**src/rtl/rx_frame_len_counter_pkg.sv**
```systemverilog
// Shared receive-path constants and the frame length counter state encoding.
package rx_frame_len_counter_pkg;

    localparam int unsigned ETH_MIN_FRAME   = 64;
    localparam int unsigned ETH_MAX_FRAME   = 1518;
    localparam int unsigned ETH_JUMBO_FRAME = 9018;
    localparam int unsigned XGMII_LANES     = 8;

    typedef enum logic {
        StIdle  = 1'b0,
        StCount = 1'b1
    } rx_len_state_e;

endpackage

```
**src/rtl/rx_lane_popcount.sv**
```systemverilog
// Combinational count of asserted byte lanes.
module rx_lane_popcount #(
    parameter int unsigned LANES = 8,
    parameter int unsigned CW    = $clog2(LANES + 1)
) (
    input  logic [LANES-1:0] byte_en_i,
    output logic [CW-1:0]    count_o
);

    // Sum the lane bits; synthesis folds the chain into an adder tree.
    always_comb begin
        count_o = '0;
        for (int i = 0; i < LANES; i++) begin
            count_o = count_o + CW'(byte_en_i[i]);
        end
    end

endmodule

```
**src/rtl/rx_frame_len_counter.sv**
```systemverilog
// RX frame length counter: saturating per-frame byte/word accumulator with an
// end-of-frame latch for length and min/max checks.
module rx_frame_len_counter
    import rx_frame_len_counter_pkg::*;
#(
    parameter int unsigned WIDTH     = 16,
    parameter int unsigned LANES     = XGMII_LANES,
    parameter int unsigned BYTE_MODE = 1,
    parameter int unsigned MIN_LEN   = ETH_MIN_FRAME,
    parameter int unsigned MAX_LEN   = ETH_MAX_FRAME
) (
    input  logic             rxclk,
    input  logic             reset,
    input  logic             receiving,
    input  logic [LANES-1:0] byte_en,
    output logic [WIDTH-1:0] frame_cnt,
    output logic             over_max,
    output logic             len_valid,
    output logic [WIDTH-1:0] frame_len,
    output logic             too_short,
    output logic             too_long,
    output logic             cnt_sat
);

    localparam int unsigned CW = $clog2(LANES + 1);

    localparam logic [WIDTH:0]   CntMax  = {1'b0, {WIDTH{1'b1}}};
    localparam logic [WIDTH-1:0] MinLenW = WIDTH'(MIN_LEN);
    localparam logic [WIDTH-1:0] MaxLenW = WIDTH'(MAX_LEN);

    if ((MIN_LEN > MAX_LEN) || (64'(MAX_LEN) >= (64'(1) << WIDTH)) || (LANES < 1))
    begin : g_param_check
        $error("rx_frame_len_counter: need MIN_LEN <= MAX_LEN < 2**WIDTH and LANES >= 1");
    end

    rx_len_state_e    state_q;
    logic             receiving_d_q;
    logic [WIDTH-1:0] frame_cnt_q;
    logic             cnt_sat_int_q;
    logic             len_valid_q;
    logic [WIDTH-1:0] frame_len_q;
    logic             too_short_q;
    logic             too_long_q;
    logic             cnt_sat_q;

    logic [CW-1:0]    pop;
    logic [WIDTH:0]   inc;
    logic [WIDTH:0]   sum;
    logic             sat;
    logic [WIDTH-1:0] frame_cnt_d;
    logic             eof;

    rx_lane_popcount #(
        .LANES (LANES),
        .CW    (CW)
    ) u_popcount (
        .byte_en_i (byte_en),
        .count_o   (pop)
    );

    // Saturating next count and end-of-frame detection.
    always_comb begin
        inc         = (BYTE_MODE != 0) ? (WIDTH + 1)'(pop) : (WIDTH + 1)'(1);
        sum         = {1'b0, frame_cnt_q} + inc;
        sat         = (sum > CntMax);
        frame_cnt_d = sat ? CntMax[WIDTH-1:0] : sum[WIDTH-1:0];
        eof         = (state_q == StCount) && receiving_d_q && !receiving;
    end

    // FSM, accumulator and end-of-frame latch; reset discards any open frame.
    always_ff @(posedge rxclk) begin
        if (!reset) begin
            state_q       <= StIdle;
            receiving_d_q <= 1'b0;
            frame_cnt_q   <= '0;
            cnt_sat_int_q <= 1'b0;
            len_valid_q   <= 1'b0;
            frame_len_q   <= '0;
            too_short_q   <= 1'b0;
            too_long_q    <= 1'b0;
            cnt_sat_q     <= 1'b0;
        end else begin
            receiving_d_q <= receiving;
            unique case (state_q)
                StIdle:  if (receiving)  state_q <= StCount;
                StCount: if (!receiving) state_q <= StIdle;
                default: state_q <= StIdle;
            endcase

            if (receiving) begin
                frame_cnt_q   <= frame_cnt_d;
                cnt_sat_int_q <= cnt_sat_int_q | sat;
            end else begin
                frame_cnt_q   <= '0;
                cnt_sat_int_q <= 1'b0;
            end

            len_valid_q <= eof;
            if (eof) begin
                frame_len_q <= frame_cnt_q;
                too_short_q <= (frame_cnt_q < MinLenW);
                too_long_q  <= (frame_cnt_q > MaxLenW);
                cnt_sat_q   <= cnt_sat_int_q;
            end
        end
    end

    assign frame_cnt = frame_cnt_q;
    assign over_max  = (frame_cnt_q > MaxLenW);
    assign len_valid = len_valid_q;
    assign frame_len = frame_len_q;
    assign too_short = too_short_q;
    assign too_long  = too_long_q;
    assign cnt_sat   = cnt_sat_q;

endmodule

```
**config.mk**
```make
export PLATFORM = sky130hd
export DESIGN_NAME = rx_frame_len_counter
export DESIGN_NICKNAME = d
export VERILOG_FILES = /design/src/rtl/rx_frame_len_counter_pkg.sv /design/src/rtl/rx_lane_popcount.sv /design/src/rtl/rx_frame_len_counter.sv
export SDC_FILE = /design/constraint.sdc
export NUM_CORES = 1
export LEC_CHECK = 0
export BUFFER_PORTS_ARGS = -buffer_cell sky130_fd_sc_hd__buf_2
export CORE_MARGIN = 5
export CORE_UTILIZATION = 42
export CTS_BUF_LIST = sky130_fd_sc_hd__clkbuf_8
export DETAILED_ROUTE_END_ITERATION = 10
export PLACE_DENSITY_LB_ADDON = 0.15
export SLEW_MARGIN = 30
export SYNTH_ARGS = -nofsm -noshare
export SYNTH_HDL_FRONTEND = slang
export SYNTH_SLANG_ARGS = --single-unit
```
**constraint.sdc**
```tcl
create_clock -name rxclk -period 6.1 [get_ports rxclk]
set_input_delay 0.305 -clock rxclk [delete_from_list [all_inputs] [get_ports rxclk]]
set_output_delay 0.305 -clock rxclk [all_outputs]
set_load 0.02 [all_outputs]
```
==> impl_results.html <==
<table>
<tr><th>Metric</th><th>Value</th></tr>
<tr><th colspan="2">GRT</th></tr>
<tr><td>Remaining global-route overflow</td><td>0</td></tr>
<tr><td>Global-route wire length before repair</td><td>7070 microns</td></tr>
<tr><td>Global Route Usage Sum</td><td>14.4%</td></tr>
<tr><td>Pin count of the biggest net entering global routing</td><td>22</td></tr>
<tr><td>Via count of the first global-routing pass</td><td>1,495</td></tr>
<tr><td>Initial antenna violation count</td><td>0</td></tr>
<tr><th colspan="2">Clock network</th></tr>
<tr><td>Clock buffer count from CTS</td><td>5</td></tr>
<tr><td>CTS hold repair buffers</td><td>0</td></tr>
<tr><td>Clock latency on the worst-skew pair</td><td>290 ps</td></tr>
<tr><td>Clk Tree Root Cell</td><td>sky130_fd_sc_hd__clkbuf_8</td></tr>
<tr><td>Maximum clock path buffer count</td><td>2</td></tr>
<tr><td>CTS H-Tree Depth</td><td>2</td></tr>
<tr><td>TritonCTS clock tree</td><td>done</td></tr>
<tr><td>Number of gates resized after cts</td><td>0</td></tr>
<tr><td>TritonCTS sink count</td><td>38</td></tr>
<tr><td>Number of post-CTS setup repair buffers</td><td>0</td></tr>
<tr><td>Clock transition at the register clock pins on the worst setup and hold paths after CTS</td><td>70 ps</td></tr>
<tr><th colspan="2">Run</th></tr>
<tr><td>Max-cap check violation count</td><td>0</td></tr>
<tr><th colspan="2">Setup path</th></tr>
<tr><td>Type of element capturing the critical path</td><td>register</td></tr>
<tr><td>Critical Path AT</td><td>about 4000 ps</td></tr>
<tr><td>Worst Setup Start Kind</td><td>input port</td></tr>
<tr><td>Worst flop-to-flop path startpoint</td><td>frame_cnt[0]$_SDFF_PN0_</td></tr>
<tr><td>Maximum net fanout on the critical path</td><td>14</td></tr>
<tr><td>Category of the critical setup timing path</td><td>in -&gt; reg</td></tr>
<tr><td>Worst setup path startpoint</td><td>byte_en[0]</td></tr>
<tr><td>CP Data Required Time</td><td>between 6000 and 7000 ps</td></tr>
<tr><th colspan="2">Floorplan</th></tr>
<tr><td>Die Y-Extent</td><td>~77 microns</td></tr>
<tr><td>Number of top-level pins</td><td>48</td></tr>
<tr><td>Starting Density</td><td>43.4%</td></tr>
<tr><td>Placeable Area</td><td>4350 sq um</td></tr>
<tr><td>Num rows</td><td>24</td></tr>
<tr><td>Die footprint</td><td>5940 sq um</td></tr>
<tr><td>Width of the die</td><td>77.1 microns</td></tr>
<tr><th colspan="2">Timing</th></tr>
<tr><td>Fin crit share</td><td>around three fifths</td></tr>
<tr><td>Worst slew pin tran</td><td>694 ps</td></tr>
<tr><td>Hold Vio Cnt, Final</td><td>0</td></tr>
<tr><td>Final clock skew</td><td>6.45 ps</td></tr>
<tr><td>Unrepaired setup endpoints after global routing</td><td>false</td></tr>
<tr><td>Total Negative Setup Slacks</td><td>0 ps</td></tr>
<tr><td>Setup-violating endpoint count in the final report</td><td>0</td></tr>
<tr><td>Remaining max-slew budget at the tightest pin</td><td>53.7%</td></tr>
<tr><td>Fmax</td><td>267 MHz</td></tr>
<tr><td>Fin crit period</td><td>3750 ps</td></tr>
<tr><td>Total count of max-transition violations in the final report</td><td>0</td></tr>
<tr><td>Worst Setup Slack, final</td><td>2350 ps</td></tr>
<tr><th colspan="2">Route</th></tr>
<tr><td>Post-detailed-route via-to-cell ratio</td><td>4.97</td></tr>
<tr><td>Routed length per placed instance</td><td>12.9 microns</td></tr>
<tr><td>Detailed Route WL</td><td>4050 microns</td></tr>
<tr><td>First-pass iteration count of the detailed router</td><td>4</td></tr>
<tr><td>Number of vias in the routed layout</td><td>1,556</td></tr>
<tr><td>Number of nets with antenna violations after routing</td><td>0</td></tr>
<tr><td>Total DRC errors in the routed layout</td><td>0</td></tr>
<tr><td>Number of DRC markers after the initial detailed-route iteration</td><td>61</td></tr>
<tr><th colspan="2">Logic synthesis</th></tr>
<tr><td>Post-synthesis register bit count</td><td>38</td></tr>
<tr><td>Sequential area share after synthesis</td><td>around two fifths</td></tr>
<tr><td>Proportion of register bits with asynchronous set or reset after synthesis</td><td>0%</td></tr>
<tr><td>Post-synthesis area per instance</td><td>8.75 sq um</td></tr>
<tr><td>Largest family of logic cells by synthesized area</td><td>simple AND/OR/NAND/NOR gates</td></tr>
<tr><td>Post-Synthesis Cells</td><td>216</td></tr>
<tr><td>Nets in the synthesized netlist</td><td>239</td></tr>
<tr><td>Synthesized area</td><td>1890 sq um</td></tr>
<tr><td>Main flop type after synthesis</td><td>sky130_fd_sc_hd__dfxtp_1</td></tr>
<tr><td>Count of distinct cell types in the synthesized netlist</td><td>41</td></tr>
<tr><td>Fraction of synthesized cell area in xor and xnor cells</td><td>5.10%</td></tr>
<tr><td>Warnings from Yosys</td><td>0</td></tr>
<tr><td>Fraction of the mapped netlist area in adder cells</td><td>9.93%</td></tr>
<tr><td>Number of enable-type register cells in the synthesized netlist</td><td>0</td></tr>
<tr><td>Simple-gate share of the synthesized area</td><td>20.2%</td></tr>
<tr><td>Multiplexer area fraction after synthesis</td><td>0%</td></tr>
<tr><td>Area fraction in compound gates after synthesis</td><td>between 10% and 20%</td></tr>
<tr><th colspan="2">Final layout</th></tr>
<tr><td>Register Area</td><td>761 sq um</td></tr>
<tr><td>Commonest cells after routing, fill and taps aside</td><td>sky130_fd_sc_hd__buf_2 (47), sky130_fd_sc_hd__nand2_1 (41), sky130_fd_sc_hd__dfxtp_1 (38), sky130_fd_sc_hd__inv_1 (22), sky130_fd_sc_hd__a21boi_0 (18)</td></tr>
<tr><td>Final-layout fill cell count</td><td>around 430</td></tr>
<tr><td>Area of the multi-input gates</td><td>998 sq um</td></tr>
<tr><td>Final-stage net count</td><td>283</td></tr>
<tr><td>Most common cell after layout, fill and taps aside</td><td>sky130_fd_sc_hd__buf_2</td></tr>
<tr><td>Antenna Diode Count</td><td>0</td></tr>
<tr><td>Fraction of layout cells with a size suffix above 1</td><td>25.7%</td></tr>
<tr><td>Layout overhead on the synthesized area</td><td>18.9%</td></tr>
<tr><th colspan="2">Min path</th></tr>
<tr><td>Min-Delay Startpoint</td><td>receiving</td></tr>
<tr><td>Classification of the worst-slack hold path</td><td>in -&gt; reg</td></tr>
<tr><th colspan="2">Power and ir drop</th></tr>
<tr><td>Power per unit of standard cell area</td><td>253 nW/um^2</td></tr>
<tr><td>VDD IR max</td><td>0.119 mV</td></tr>
<tr><td>Leak</td><td>0.00102 uW</td></tr>
<tr><th colspan="2">Placement</th></tr>
<tr><td>Global placement routability congestion</td><td>roughly 0.72</td></tr>
<tr><td>Setup WS pre-CTS</td><td>around 2000 ps</td></tr>
<tr><td>Final HPWL from detailed placement</td><td>roughly 3000 microns</td></tr>
<tr><td>I/O Buffers</td><td>47</td></tr>
<tr><th colspan="2">Outcome</th></tr>
<tr><td>Run status</td><td>finished, final reports clean</td></tr>
</table>
## worst max-delay path, stage by stage
cell	delay (ps)
sky130_fd_sc_hd__buf_2	100
sky130_fd_sc_hd__ha_1	270
sky130_fd_sc_hd__inv_1	50
sky130_fd_sc_hd__fa_1	490
sky130_fd_sc_hd__fa_1	430
sky130_fd_sc_hd__fa_1	420
sky130_fd_sc_hd__fa_1	490
sky130_fd_sc_hd__fa_1	440
sky130_fd_sc_hd__nand2b_1	200
sky130_fd_sc_hd__a21oi_2	240
sky130_fd_sc_hd__nand3_2	290
sky130_fd_sc_hd__a21oi_1	240
## sequential cells by signal, indices dropped and copies added, names as in the netlist
register,count
too_long,1
len_valid,1
too_short,1
state_q,1
cnt_sat_int_q,1
cnt_sat,1
frame_len,16
frame_cnt,16
## report_power, final
part	leakage [uW]	switching (uW)	internal (uW)	total (uW)
combinational	0.000651	58.6	42.7	101
sequential	0.000307	9.61	256	265
clock	0.0000607	84.0	119	203
## final timing paths
kind                               endpoint  slack (ps)  cells after the start
setup / recovery    frame_cnt[1]$_SDFF_PN0_        2350                     12
hold / removal    frame_len[7]$_SDFFE_PN0P_         370                      4
setup reg to reg    frame_cnt[1]$_SDFF_PN0_        4010                      7
hold reg to reg    cnt_sat_int_q$_SDFF_PN0_         460                      2
## kinds of logic (layout without fill, tap and decap cells)
group	count (synthesis)	after routing
AO/OA/AOI/OAI	49	49
XOR/XNOR	11	11
buffers and inverters	31	76
flip-flops	38	38
AND/OR/NAND/NOR	75	75
adder cells (fa/ha/maj)	12	12
## synth_stat cells (all sizes together), types with 4 or more instances
cell type  instances  share of area (%)
buf                6                2.0
a21boi            18                7.1
ha                 7                4.6
inv               20                4.0
xor2               7                3.2
and3               4                1.5
o21ai              4                1.1
nand2             42                8.5
nand3              6                2.1
fa                 5                5.3
a21oi             17                4.7
nor2               5               0.99
xnor2              4                1.9
dfxtp             38                 40
clkbuf             5               0.99
## routing by layer
layer | global-route usage [%] | wire length (microns) | vias up
li1 | - | - | 811
met1 | 19.3 | 1980 | 707
met2 | 22.3 | 1780 | 32
met3 | 4.45 | 241 | 6
met4 | 4.12 | 53 | 0
met5 | 0 | 0 | -
## metrics by stage
| step | util, % | area [sq um] | total power, uW | hold slack, ps | cells |
|---|---|---|---|---|---|
| after floorplan | - | 1890 | 347 | 426 | 216 |
| after global placement | 49.2 | 2140 | 372 | 447 | 305 |
| after detailed placement | 49.2 | 2140 | 374 | 445 | 305 |
| after CTS | 51.6 | 2250 | 578 | 362 | 313 |
| after global routing | 51.6 | 2250 | 605 | 391 | 313 |
| final | 51.6 | 2250 | 569 | 366 | 313 |
## layout make-up
| class | count | share of cell area, % |
|---|---|---|
| Inverter | 20 | 3.34 |
| Sequential cell | 38 | 33.8 |
| Tap cell | 52 | 2.89 |
| Clock inverter | 3 | 1.67 |
| Timing Repair Buffer | 48 | 10.8 |
| Multi-Input combinational cell | 147 | 44.4 |
| Clock buffer | 5 | 3.06 |
(Power assumes the default switching activity.)
